**src/rtl/tp_ram_arbiter.sv**
```systemverilog
// Round-robin arbiter/sequencer sharing one two-port RAM between NUM_PORTS requesters.
// Optional write-to-read forwarding on same-cycle address collision: define TP_RAM_ARB_RAW_FWD_EN.
module tp_ram_arbiter #(
  parameter int NUM_PORTS   = 4,
  parameter int ADDR_WIDTH  = 10,
  parameter int DATA_WIDTH  = 32,
  parameter int RAM_LATENCY = 1,
  parameter int IDX_WIDTH   = $clog2(NUM_PORTS)
) (
  input  logic                                 Clk_CI,
  input  logic                                 Rst_RBI,
  input  logic [NUM_PORTS-1:0]                 WrValid_SI,
  output logic [NUM_PORTS-1:0]                 WrReady_SO,
  input  logic [NUM_PORTS-1:0][ADDR_WIDTH-1:0] WrAddr_DI,
  input  logic [NUM_PORTS-1:0][DATA_WIDTH-1:0] WrData_DI,
  input  logic [NUM_PORTS-1:0]                 RdValid_SI,
  output logic [NUM_PORTS-1:0]                 RdReady_SO,
  input  logic [NUM_PORTS-1:0][ADDR_WIDTH-1:0] RdAddr_DI,
  output logic [NUM_PORTS-1:0]                 RspValid_SO,
  output logic [DATA_WIDTH-1:0]                RspData_DO,
  output logic                                 RamWrEn_SO,
  output logic [ADDR_WIDTH-1:0]                RamWrAddr_DO,
  output logic [DATA_WIDTH-1:0]                RamWrData_DO,
  output logic                                 RamRdEn_SO,
  output logic [ADDR_WIDTH-1:0]                RamRdAddr_DO,
  input  logic [DATA_WIDTH-1:0]                RamRdData_DI
);

  if (RAM_LATENCY != 1 && RAM_LATENCY != 2) begin : g_bad_latency
    $error("tp_ram_arbiter: RAM_LATENCY must be 1 or 2");
  end
  if (NUM_PORTS < 2) begin : g_bad_ports
    $error("tp_ram_arbiter: NUM_PORTS must be at least 2");
  end

  logic [IDX_WIDTH-1:0] wr_ptr_q, wr_ptr_d, rd_ptr_q, rd_ptr_d;
  logic                 wr_gnt, rd_gnt;
  logic [IDX_WIDTH-1:0] wr_idx, rd_idx;

  logic [RAM_LATENCY-1:0]                tag_vld_q;
  logic [RAM_LATENCY-1:0][IDX_WIDTH-1:0] tag_idx_q;

  // Scan from the pointer upwards with wrap; iterating backwards lets the closest requester win.
  function automatic logic [IDX_WIDTH:0] rr_pick(input logic [NUM_PORTS-1:0] req,
                                                 input logic [IDX_WIDTH-1:0] ptr);
    logic [IDX_WIDTH:0]   res;
    logic [IDX_WIDTH-1:0] idx;
    int                   j;
    res = '0;
    for (int k = NUM_PORTS - 1; k >= 0; k--) begin
      j = int'(ptr) + k;
      if (j >= NUM_PORTS) j = j - NUM_PORTS;
      idx = IDX_WIDTH'(j);
      if (req[idx]) res = {1'b1, idx};
    end
    return res;
  endfunction

  function automatic logic [IDX_WIDTH-1:0] next_idx(input logic [IDX_WIDTH-1:0] idx);
    return (idx == IDX_WIDTH'(NUM_PORTS - 1)) ? '0 : idx + 1'b1;
  endfunction

  always_comb begin
    {wr_gnt, wr_idx} = rr_pick(WrValid_SI, wr_ptr_q);
    {rd_gnt, rd_idx} = rr_pick(RdValid_SI, rd_ptr_q);
    wr_ptr_d = wr_gnt ? next_idx(wr_idx) : wr_ptr_q;
    rd_ptr_d = rd_gnt ? next_idx(rd_idx) : rd_ptr_q;
  end

  always_comb begin
    WrReady_SO = '0;
    RdReady_SO = '0;
    if (wr_gnt) WrReady_SO[wr_idx] = 1'b1;
    if (rd_gnt) RdReady_SO[rd_idx] = 1'b1;
  end

  assign RamWrEn_SO   = wr_gnt;
  assign RamWrAddr_DO = wr_gnt ? WrAddr_DI[wr_idx] : '0;
  assign RamWrData_DO = wr_gnt ? WrData_DI[wr_idx] : '0;
  assign RamRdEn_SO   = rd_gnt;
  assign RamRdAddr_DO = rd_gnt ? RdAddr_DI[rd_idx] : '0;

`ifdef TP_RAM_ARB_RAW_FWD_EN
  logic [RAM_LATENCY-1:0]                 fwd_hit_q;
  logic [RAM_LATENCY-1:0][DATA_WIDTH-1:0] fwd_data_q;
  logic                                   fwd_hit_d;

  assign fwd_hit_d = wr_gnt && rd_gnt && (RamWrAddr_DO == RamRdAddr_DO);
`endif

  // Tag pipeline shifts towards the top index; stage 0 takes this cycle's read grant.
  always_ff @(posedge Clk_CI or negedge Rst_RBI) begin
    if (!Rst_RBI) begin
      wr_ptr_q  <= '0;
      rd_ptr_q  <= '0;
      tag_vld_q <= '0;
      tag_idx_q <= '0;
`ifdef TP_RAM_ARB_RAW_FWD_EN
      fwd_hit_q  <= '0;
      fwd_data_q <= '0;
`endif
    end else begin
      wr_ptr_q  <= wr_ptr_d;
      rd_ptr_q  <= rd_ptr_d;
      tag_vld_q <= RAM_LATENCY'({tag_vld_q, rd_gnt});
      tag_idx_q <= (RAM_LATENCY*IDX_WIDTH)'({tag_idx_q, rd_idx});
`ifdef TP_RAM_ARB_RAW_FWD_EN
      fwd_hit_q  <= RAM_LATENCY'({fwd_hit_q, fwd_hit_d});
      fwd_data_q <= (RAM_LATENCY*DATA_WIDTH)'({fwd_data_q, RamWrData_DO});
`endif
    end
  end

  always_comb begin
    RspValid_SO = '0;
    if (tag_vld_q[RAM_LATENCY-1]) RspValid_SO[tag_idx_q[RAM_LATENCY-1]] = 1'b1;
  end

`ifdef TP_RAM_ARB_RAW_FWD_EN
  assign RspData_DO = fwd_hit_q[RAM_LATENCY-1] ? fwd_data_q[RAM_LATENCY-1] : RamRdData_DI;
`else
  assign RspData_DO = RamRdData_DI;
`endif

endmodule
```
**config.mk**
```make
export PLATFORM = sky130hd
export DESIGN_NAME = tp_ram_arbiter
export DESIGN_NICKNAME = d
export VERILOG_FILES = /design/src/rtl/tp_ram_arbiter.sv
export SDC_FILE = /design/constraint.sdc
export NUM_CORES = 1
export LEC_CHECK = 0
export ABC_AREA = 0
export ABC_CLOCK_PERIOD_IN_PS = 2300
export CAP_MARGIN = 40
export CELL_PAD_IN_SITES_DETAIL_PLACEMENT = 0
export CELL_PAD_IN_SITES_GLOBAL_PLACEMENT = 1
export CORE_AREA = 2 2 133 135
export CTS_CLUSTER_SIZE = 28
export DETAILED_ROUTE_END_ITERATION = 16
export DIE_AREA = 0 0 135 137
export PLACE_DENSITY = 0.91
export SYNTH_ARGS = -nofsm -noshare
export SYNTH_HDL_FRONTEND = slang
export SYNTH_SLANG_ARGS = --single-unit
```
**constraint.sdc**
```tcl
create_clock -name Clk_CI -period 2.3 [get_ports Clk_CI]
set_input_delay 0.46 -clock Clk_CI [delete_from_list [all_inputs] [get_ports Clk_CI]]
set_output_delay 0.46 -clock Clk_CI [all_outputs]
set_load 0.02 [all_outputs]
```
==> results.md <==
* Unique masters post-synth at 31
* Hold-fix buffers, CTS at 0
* Hold Vio Cnt, Final at 0
* Reg2Reg Depth at 7
* Row cnt at 48
* Total CTS buffers at 3
* Pwr/cell area at 938 nW/um^2
* Root buffer cell: clkbuf_16
* Routed wire per std cell at 17.3 um
* Unrepaired setup endpoints after global routing: yes
* Layout cells sized above 1 at 0.470
* Clock Latency Late Sink at 0.23 ns
* Max Cap Violations at 0
* # H-tree levels at 1
* Crit Path Category: flip-flop to primary output
* Drt first pass iters at 4
* Pre-CTS WS at -0.855 ns
* Global-route wire length before repair at 19.6 mm
* CTS Buffer Depth at 2
* Net count after synthesis at 536
* RR Startpoint: rd_ptr_q[0]
* Leakage at 0.00270 uW
* Placeable Area at 17100 um^2
* Cell Area, Synth at 2700 um^2
* Die height at 137 um
* Max_slew headroom at 0.652
* # IOs at 348
* GRT Overall Usage at 0.136
* CTS tree: yes
* Gpl congestion at 0.751
* DRT iter0 DRCs at 55
* # fillers at 1668
* Post-synth EDFFs at 0
* Status: finished with violations
* R2R Setup Slk at 0.56 ns
* Port Buf Inserts at 283
* Detailed-placement wirelength estimate at 11.0 mm
* CP startpoint kind: flip-flop
* Ys async rst share at 1.00
* Crit path from: wr_ptr_q[1]
* Final #Nets at 831
* Dpl cells at 776
* Drt via density at 4.27
* Clk sinks at 7
* Gate Count Post-Synth at 278
* Largest net degree at the start of global routing at 26
* DR DRC count at 0
* Final worst slack at -0.169 ns
* Part of the Yosys area used for sequential elements at 0.0648
* Final core utilization at 0.395
* Peak fanout along the critical path at 5
* Initial core utilization at 0.159
* WP data arrival at 2.01 ns
* Tcrit/Tclk final at 1.07
* Final setup fails at 46
* N_diodes at 0
* Worst-path clk slew at 0.04 ns
* Die X at 135 um
* Max-slew violation count at 0
* Fmax at 405 MHz
* Final wirelength at 13.8 mm
* Final instance area at 6740 um^2
* Required @ worst endpoint at 1.84 ns
* Synth Flop Type: dfrtp_1
* Worst Skew at 0.000224 ns
* Worst r2r dst: rd_ptr_q[1]
* Ys Warns at 0
* Violated checks: negative setup slack
* Post-DRT Antenna Nets at 0
* Slew @ Worst Pin at 0.522 ns
* Endpoint type of the worst setup path: primary output
* Antenna violations before repair at 1
* Placement Cell Area at 5870 um^2
* Die ar. at 18500 um^2
* Synthesis-to-finish area growth at 149%
* DR vias at 3405
* Mean Syn Cell Area at 9.73 um^2
* HP Class: input port to asynchronous set/reset pin
* Final min period at 2.47 ns
* Grt ovf at 0
* PnR Total Power at 6320 uW
* Peak VDD IR at 0.605 mV
* Seq cells post-synth at 7
* Vias in the first global route at 3538
* Finished Layout Cells at 797
-- synth_stat cells (3+ instances only) --
master,count,share of area
clkbuf_4,3,0.0083
buf_6,6,0.025
a21oi_1,5,0.0093
ha_1,8,0.037
inv_1,6,0.0083
o22ai_1,12,0.028
buf_2,5,0.0093
and2_1,8,0.019
nor2b_1,3,0.0069
o22ai_2,40,0.19
buf_12,4,0.030
nor2_1,6,0.0083
nand2_1,8,0.011
buf_4,35,0.097
mux2i_1,105,0.39
dfrtp_1,7,0.065
-- metal layers --
| layer | wire (um) | up-vias | global-route usage |
|---|---|---|---|
| met1 | 4940 | 1571 | 0.144 |
| met5 | 13 | - | 0 |
| met3 | 1580 | 18 | 0.0548 |
| met2 | 7090 | 201 | 0.256 |
| met4 | 202 | 2 | 0.0255 |
| li1 | - | 1613 | - |
-- power breakdown --
group / switching (uW) / internal (uW)
clock: 67.1 / 228
combinational: 2560 / 3210
sequential: 72.8 / 179
-- placed cells by master, fill, tap and decap left out, types with 2 or more instances in the layout --
cell type        count
a21oi_2              5
a2bb2oi_4            2
and2_1               3
and2_4               5
buf_12              19
buf_2               17
buf_4               27
buf_6               53
buf_8                8
clkbuf_16            3
clkdlybuf4s50_1    213
dfrtp_1              4
dfrtp_2              3
ha_1                 4
ha_2                 2
ha_4                 2
inv_1                3
inv_2                2
mux2i_1             47
mux2i_2             38
mux2i_4             20
nand2_1              6
nand2_2              2
nor2_1               2
nor2_2               3
nor2b_4              3
nor3b_1              2
o22ai_1             10
o22ai_2             41
-- what timing repair did --
| item | 4_1_cts | 5_1_grt |
|---|---|---|
| cloned | 4 | 0 |
| endpoints found under the setup margin | 61 | 61 |
| pin swaps | 32 | 20 |
| setup buffers | 13 | 4 |
| resized for setup | 410 | 106 |
-- critical path, cell delays in order, from the launching register on --
cell	delay [ns]
dfrtp_2	0.44
nand2_2	0.08
nand3b_1	0.12
a2bb2oi_4	0.18
buf_12	0.13
buf_12	0.12
buf_12	0.13
buf_6	0.11
mux2i_1	0.21
o22ai_2	0.10
buf_6	0.15
-- worst max path at each step --
| stage | endpoint | slack [ns] | cells past startpoint |
|---|---|---|---|
| 3_3_place_gp | RamWrAddr_DO[0] | -0.82 | 8 |
| 6_report | RamWrAddr_DO[9] | -0.17 | 10 |
| 2_1_floorplan | RdReady_SO[3] | 0.19 | 8 |
| 5_1_grt | RamWrData_DO[31] | -0.28 | 10 |
| 4_1_cts | RamWrAddr_DO[7] | -0.20 | 9 |
| 3_5_place_dp | RamWrAddr_DO[0] | -0.85 | 8 |
-- cell type report --
type,count,area [um^2],area share
inverters,7,42.5,0.00631
flip-flops and latches,7,179,0.0265
clock buffers,3,75.1,0.0111
clock inverters,1,5.00,0.000742
repair buffers,343,3590,0.532
well taps,225,282,0.0418
multi-input cells,211,2570,0.381
-- state kept, by name, summed over array words and instances (netlist names) --
register and cells:
rd_ptr_q 2, tag_vld_q 1, tag_idx_q 2, wr_ptr_q 2
-- stage by stage --
| step | hold WS, ns | setup TNS [ns] |
|---|---|---|
| after floorplan | 0.164 | 0 |
| after global placement | 0.544 | -46.07 |
| after detailed placement | 0.545 | -46.97 |
| after CTS | 0.524 | -5.40 |
| after global routing | 0.539 | -8.67 |
| final | 0.512 | -3.97 |
-- cells by family (layout without fill, tap and decap cells) --
| family | after synthesis | in the layout | share of synthesized area |
|---|---|---|---|
| AOI/OAI and AO/OA | 62 | 62 | 0.247 |
| adders and majority gates | 8 | 8 | 0.0370 |
| buffers and inverters | 60 | 354 | 0.184 |
| DFF | 7 | 7 | 0.0648 |
| muxes | 106 | 106 | 0.393 |
| and+or+nand+nor | 35 | 35 | 0.0745 |
No activity file was read; power rests on OpenSTA's default activity.
